[config.mk]
export PLATFORM = sky130hd
export DESIGN_NAME = eth_rx_deframer
export DESIGN_NICKNAME = d
export VERILOG_FILES = /design/src/rtl/eth_rx_deframer.sv
export SDC_FILE = /design/constraint.sdc
export NUM_CORES = 1
export LEC_CHECK = 0
export ABC_AREA = 1
export BUFFER_PORTS_ARGS = -buffer_cell sky130_fd_sc_hd__buf_2
export CAP_MARGIN = 20
export CORE_MARGIN = 2
export CORE_UTILIZATION = 53
export CTS_BUF_LIST = sky130_fd_sc_hd__clkbuf_2 sky130_fd_sc_hd__clkbuf_4 sky130_fd_sc_hd__clkbuf_8
export DETAILED_ROUTE_END_ITERATION = 6
export GPL_TIMING_DRIVEN = 0
export PLACE_DENSITY_LB_ADDON = 0.2
export SETUP_SLACK_MARGIN = 0.5
export SYNTH_ARGS = -nofsm -noshare
export SYNTH_HDL_FRONTEND = slang
export SYNTH_SLANG_ARGS = --single-unit
[constraint.sdc]
create_clock -name clk_i -period 1.5 [get_ports clk_i]
set_input_delay 0.075 -clock clk_i [delete_from_list [all_inputs] [get_ports clk_i]]
set_output_delay 0.075 -clock clk_i [all_outputs]
set_load 0.05 [all_outputs]
[src/rtl/eth_rx_deframer.sv]
// eth_rx_deframer
//   Pulls length-prefixed frames out of a first-word-fall-through RX FIFO
//   and presents them as a valid/ready/last byte stream. Frames with a
//   zero length or a length above MAX_LEN are consumed and discarded.
// Ports:
//   clk_i, rst_ni          clock, asynchronous active-low reset
//   rx_empty_i, rx_data_i  FIFO status and head byte
//   rx_reset_i             FIFO content lost; aborts the current frame
//   rx_rd_en_o             FIFO pop (combinational)
//   m_t*                   output byte stream, single register stage
//   len_valid_o, len_o     one-cycle pulse with accepted frame length
//   abort_o                one-cycle pulse when a frame is cut off
//   pkt_count_o            frames fully delivered (wraps)
//   drop_count_o           frames discarded for bad length (wraps)
module eth_rx_deframer #(
  parameter int unsigned MAX_LEN = 1518,
  parameter int unsigned CNT_W   = 16
) (
  input  logic             clk_i,
  input  logic             rst_ni,
  input  logic             rx_empty_i,
  input  logic [7:0]       rx_data_i,
  input  logic             rx_reset_i,
  output logic             rx_rd_en_o,
  output logic             m_tvalid_o,
  output logic [7:0]       m_tdata_o,
  output logic             m_tlast_o,
  input  logic             m_tready_i,
  output logic             len_valid_o,
  output logic [15:0]      len_o,
  output logic             abort_o,
  output logic [CNT_W-1:0] pkt_count_o,
  output logic [CNT_W-1:0] drop_count_o
);

  typedef enum logic [2:0] {LEN_HI, LEN_LO, CHECK, DATA, DROP} state_t;

  localparam logic [15:0]      MaxLen = 16'(MAX_LEN);
  localparam logic [CNT_W-1:0] CntOne = {{(CNT_W-1){1'b0}}, 1'b1};

  state_t           state_q, state_d;
  logic [15:0]      len_q, len_d;
  logic [15:0]      rem_q, rem_d;
  logic             tvalid_q, tvalid_d;
  logic [7:0]       tdata_q, tdata_d;
  logic             tlast_q, tlast_d;
  logic [CNT_W-1:0] pkt_q, pkt_d;
  logic [CNT_W-1:0] drop_q, drop_d;
  logic             rd_en;
  logic             len_valid;
  logic             abort;
  logic             handshake;

  always_ff @(posedge clk_i or negedge rst_ni) begin
    if (!rst_ni) begin
      state_q  <= LEN_HI;
      len_q    <= '0;
      rem_q    <= '0;
      tvalid_q <= 1'b0;
      tdata_q  <= '0;
      tlast_q  <= 1'b0;
      pkt_q    <= '0;
      drop_q   <= '0;
    end else begin
      state_q  <= state_d;
      len_q    <= len_d;
      rem_q    <= rem_d;
      tvalid_q <= tvalid_d;
      tdata_q  <= tdata_d;
      tlast_q  <= tlast_d;
      pkt_q    <= pkt_d;
      drop_q   <= drop_d;
    end
  end

  always_comb begin
    state_d   = state_q;
    len_d     = len_q;
    rem_d     = rem_q;
    tvalid_d  = tvalid_q;
    tdata_d   = tdata_q;
    tlast_d   = tlast_q;
    pkt_d     = pkt_q;
    drop_d    = drop_q;
    rd_en     = 1'b0;
    len_valid = 1'b0;
    abort     = 1'b0;

    // A byte leaving the output register is delivered even if the FIFO
    // reports content loss in the same cycle.
    handshake = tvalid_q & m_tready_i;
    if (handshake) begin
      tvalid_d = 1'b0;
      tlast_d  = 1'b0;
      if (tlast_q) pkt_d = pkt_q + CntOne;
    end

    if (rx_reset_i) begin
      state_d  = LEN_HI;
      rem_d    = '0;
      tvalid_d = 1'b0;
      tlast_d  = 1'b0;
      abort    = (state_q == DATA) || tvalid_q;
    end else begin
      unique case (state_q)
        LEN_HI: if (!rx_empty_i) begin
          rd_en        = 1'b1;
          len_d[15:8]  = rx_data_i;
          state_d      = LEN_LO;
        end
        LEN_LO: if (!rx_empty_i) begin
          rd_en       = 1'b1;
          len_d[7:0]  = rx_data_i;
          state_d     = CHECK;
        end
        CHECK: begin
          rem_d = len_q;
          if ((len_q == 16'd0) || (len_q > MaxLen)) begin
            drop_d  = drop_q + CntOne;
            state_d = (len_q == 16'd0) ? LEN_HI : DROP;
          end else begin
            len_valid = 1'b1;
            state_d   = DATA;
          end
        end
        DATA: if (!rx_empty_i && (!tvalid_q || m_tready_i)) begin
          // Load overrides the drain above, so load+drain keeps valid high.
          rd_en    = 1'b1;
          tvalid_d = 1'b1;
          tdata_d  = rx_data_i;
          tlast_d  = (rem_q == 16'd1);
          rem_d    = rem_q - 16'd1;
          if (rem_q == 16'd1) state_d = LEN_HI;
        end
        DROP: if (!rx_empty_i) begin
          rd_en = 1'b1;
          rem_d = rem_q - 16'd1;
          if (rem_q == 16'd1) state_d = LEN_HI;
        end
        default: state_d = LEN_HI;
      endcase
    end
  end

  assign rx_rd_en_o   = rd_en;
  assign m_tvalid_o   = tvalid_q;
  assign m_tdata_o    = tdata_q;
  assign m_tlast_o    = tlast_q;
  assign len_valid_o  = len_valid;
  assign len_o        = len_valid ? len_q : '0;
  assign abort_o      = abort;
  assign pkt_count_o  = pkt_q;
  assign drop_count_o = drop_q;

endmodule

After elaboration in Yosys (flattened, before gate mapping). Cells that the tools add are included.

Flip-flop bits (word level): 77.

Add/sub/neg operators: 3. $lt $le $gt $ge: 1. Eq/ne operators: 9. Multiplexer cells: 30. Bitwise operators: 3. Reduce and logical (&&, ||, !) cells: 17.

Operator list (number): 2-to-1 mux 16 bit (4); case mux 16 bit (3 select lines) (1); adder 16 x 1 -> 16 bit (second input constant) (2); 2-to-1 mux 3 bit (8); equality test 16 x 1 -> 1 bit (second input constant) (1); greater-than comparator 16 x 11 -> 1 bit (second input constant) (1); logical NOT 16 bit (1); subtractor 16 x 1 -> 16 bit (second input constant) (1); 2-to-1 mux 1 bit (15); case mux 3 bit (5 select lines) (1); AND reduction 3 bit (5); inequality test 3 bit (second input constant) (3); equality test 3 x 2 -> 1 bit (second input constant) (2); AND reduction 4 bit (1); nonzero test 4 bit (1); equality test 3 x 1 -> 1 bit (second input constant) (1); equality test 3 bit (second input constant) (1); logical NOT 3 bit (1); logical OR 1 bit (3); inequality test 3 x 2 -> 1 bit (second input constant) (1); OR reduction 3 bit (1); logical NOT 1 bit (2); NOT 1 bit (2); case mux 1 bit (2 select lines) (1); 3 further kinds (3).

Logic depth before layout (Yosys ltp).
Word-level depth: 6. Depth in mapped cells: 12. Gate-level depth less buffers: 11.

Worst setup path before layout. Ideal clock, no wire load.

Path kind: reg2out. Start point: register len_q[14]. End point: output len_o[10]. Data arrival time: 1.794 ns. Data required time: 1.425 ns. Setup slack: -0.369 ns. Stages on the path, launching flop included: 11. Path buffers: 1. Cell sequence: dfrtp_1 > inv_2 > nand2_1 > nor2_2 > inv_1 > nor2_1 > nand2_1 > nand2_2 > nand3_1 > buf_2 > nor2_1.

Cells in the longest elaborated chain, start to end: 6.

Ends and longest elaborated chain: start: declaration (line 42) `logic [15:0] len_q, len_d;`; start signal: assignment (line 66) `len_q <= len_d;`; greater-than comparator 16 x 11 -> 1 bit / logical NOT 16 bit (equally long branches) (line 118) `if ((len_q == 16'd0) || (len_q > MaxLen)) begin`; logical OR 1 bit (*) (line 118); 2-to-1 mux 1 bit (*) (line 118); 2-to-1 mux 1 bit (*) (line 105) `unique case (state_q)`; 2-to-1 mux 1 bit (*) (line 98) `if (rx_reset_i) begin`; 2-to-1 mux 16 bit (*) (line 150) `assign len_o = len_valid ? len_q : '0;`; end: declaration (line 30) `output logic [15:0] len_o,`.

Every way passes the cells marked *; elsewhere a longest branch is shown, timed or not.

Worst setup path after layout.
Start point: register len_q[9]. End point: register drop_q[2] (netlist: drop_count_o[2]).

Cells in the longest elaborated chain, start to end: 3.

Ends and longest elaborated chain: greater-than comparator 16 x 11 -> 1 bit / logical NOT 16 bit (equally long branches) (line 118); logical OR 1 bit (*) (line 118); AND reduction 3 bit (no source line) (*); end signal: assignment (line 72) `drop_q <= drop_d;`; end: declaration (line 48) `logic [CNT_W-1:0] drop_q, drop_d;`.

Marks and branches as above. A chain may end at the register's enable or synchronous reset.

==> metrics <==
Crit path depth=12; I/O pins=74; NumNets Final=782; DRT antenna net count=0; FF+latch area=1969 µm²; Place WS=-0.3156 ns; clock slew at reported path FFs=0.09 ns; failing checks=DRC, setup timing; DP Wirelength=7671 µm; DR vias/cell=6.583; critical-path cell list=inv_1 > o21ai_0 > nor2_2 > nand2_1 > nand2_2 > buf_4 > buf_4 > nand2_4 > nand2_4 > buf_6 > nand2_1 > o21ai_1; HP Class=primary input to flip-flop; initial antenna violation count=0; clk_skew=0.02318 ns; placed cells=747; Final Worst Setup Slack=-0.7366 ns; DRT Pass-1 Iters=7; fmax=447.1 MHz; r2r startpoint=len_q[9]; Slew Limit Fails=0; Synth area leaders=dfrtp_1 (44%), nand2_1 (14%), nor2_1 (5.5%); Global Route Usage Sum=0.3327; Vias=5,760; RSZ-0062 raised after global routing=true; leakage power=3.669 nW; Seq cells post-synth=77; Routed WL per cell=25.86 µm; Yosys top cell area share=0.4375; area grow syn2layout=71.65%; largest fanout on the critical path=5; synthesized cell area=4404 µm²; critical register-to-register path endpoint=drop_count_o[2]; Final Non-Filler Cells=875; most frequent cells in the layout=nand2_1 (128), buf_6 (74), buf_4 (70); CP arrival=2.47 ns; post-synth cell types=38; post-synthesis sequential area ratio=0.4375; Clock Sinks=77; crit path capture=drop_count_o[2]; Final setup viols=83; core box area=8134 µm²; Starting Density=0.5415; startpoint types=flip-flop; Ys Warns=0; CTS H-tree depth=3; slew margin rel.=0.5958; Clk Latency, worst-skew pair=0.39 ns; initial DRC count=937; min Tclk post-route=2.237 ns; Slew @ Worst Pin=0.6040 ns; CTS Buffer Depth=2; # port buffers=67; largest net degree at the start of global routing=59; Crit Path Category=flip-flop to flip-flop; max cap viols=0; buffers plus inverters on the worst setup path=4; Avg Inst Size Synth=7.727 µm²; Setup crit end kind=flip-flop; row count=33; # fillers=227; VDD IR max=1.474 mV; outcome=finished, violations left; Num CTS Buffers=9; Final Cycle Share=1.491; endpoints failing hold=0; DRC errors left=16; area of the multi-input gates=2877 µm²; Req. time, crit path=1.73 ns; start point of the critical path=len_q[9]; first-pass GRT wire length=23,120 µm; CP max stage delay=0.48 ns; FF-to-FF setup slack=-0.74 ns; gpl congestion=0.9342; crit path max-delay cell type=dfrtp_1; Die W=95.16 µm; Final Total Pwr=12.04 mW; vias in the first global route=4,676; TNS Setup=-33.61 ns; worst reg-to-reg path cell count=12; GRT Residual Overflow=0; Die Area=9055 µm²; Post-Route WL=22,630 µm; CTS tree=built; CTS Root Cell=clkbuf_8; pwr dens=1593 nW/µm²; n_diodes=0; Post-Syn Instances=570; top cell type by total area after synthesis=dfrtp_1; family with the most delay on the worst path=buffers and inverters; Die Y=95.16 µm; layout cells sized above 1=0.5390; most common cell after layout, fill and taps aside=nand2_1
cells in the mapped netlist, drive strengths merged:
library cell / n
a21oi: 5
and2: 2
buf: 14
clkbuf: 3
conb: 1
dfrtp: 77
ha: 4
inv: 61
mux2: 2
nand2: 170
nand3: 50
nand3b: 3
nand4: 3
nor2: 77
nor3: 9
nor4: 1
o211ai: 2
o21ai: 45
o22ai: 5
o31ai: 1
or2: 3
xnor2: 17
xor2: 15
routing by layer:
metal	vias to the layer above	part of all wire	GRT usage
li1	2187	-	-
met1	2653	0.32	0.3886
met2	658	0.45	0.5939
met3	262	0.13	0.06008
met4	0	0.11	0.1461
met5	-	0	0
logic make-up (layout without fill, tap and decap cells):
logic type | count (synthesis) | after routing | share of synthesized area
xor gates and xnor gates | 32 | 32 | 0.06364
DFF | 77 | 77 | 0.4375
buffers and inverters | 78 | 274 | 0.07955
and+or+nand+nor | 318 | 318 | 0.3236
AOI/OAI and AO/OA | 58 | 58 | 0.07841
adders and majority gates | 4 | 4 | 0.01136
muxes | 2 | 2 | 0.005113
other | 1 | 5 | 0.0008515
state kept, by name, summed over array words and instances, names as in the netlist:
name          cells
m_tdata_o         8
pkt_count_o      16
rem_q            16
len_q            16
m_tvalid_o        1
drop_count_o     16
state_q           3
m_tlast_o         1
repair_timing:
action / 4_1_cts / 5_1_grt
endpoints found under the setup margin: 130 / 132
gates resized for setup: 217 / 133
cloned: 8 / 0
setup buffers: 52 / 48
hold endpoints to repair: 80 / 0
pin swaps: 27 / 43
hold buffers: 4 / 0
metrics by stage:
step / area, µm² / util / hold WS [ns]
3_3_place_gp: 5196 / 0.6388 / 0.3677
3_5_place_dp: 5226 / 0.6425 / -0.01180
6_report: 7560 / 0.9294 / 0.03299
5_1_grt: 7560 / 0.9294 / 0.03427
4_1_cts: 6760 / 0.8311 / 0.008999
2_1_floorplan: 4730 / - / -0.2206
cell type report:
cell class,instances,share of cell area
clock inverters,7,0.01920
flip-flops and latches,77,0.2605
repair buffers,179,0.2468
inverters,61,0.03244
plain buffers,17,0.02565
multi-input cells,419,0.3805
clock buffers,9,0.01639
repair inverters,1,0.001159
well taps,105,0.01738
worst min-delay path, stage by stage:
cell     delay [ns]
buf_2          0.07
inv_1          0.09
o21ai_2        0.14
where the power goes:
group | switching, mW | total [mW] | leakage [nW] | internal [mW]
combinational | 3.98 | 6.42 | 2.56 | 2.43
clock | 0.977 | 2.27 | 0.136 | 1.29
sequential | 0.772 | 3.36 | 0.976 | 2.59
worst min-delay path by stage:
stage                  from  cells after the start         endpoint
2_1_floorplan        rst_ni                      0  drop_count_o[0]
4_1_cts        rx_data_i[0]                      3     m_tdata_o[0]
5_1_grt        rx_data_i[3]                      3     m_tdata_o[3]
3_3_place_gp     rx_reset_i                      2        m_tlast_o
3_5_place_dp         rst_ni                      1   pkt_count_o[9]
6_report       rx_data_i[4]                      3     m_tdata_o[4]
No activity file was read; power rests on OpenSTA's default activity.
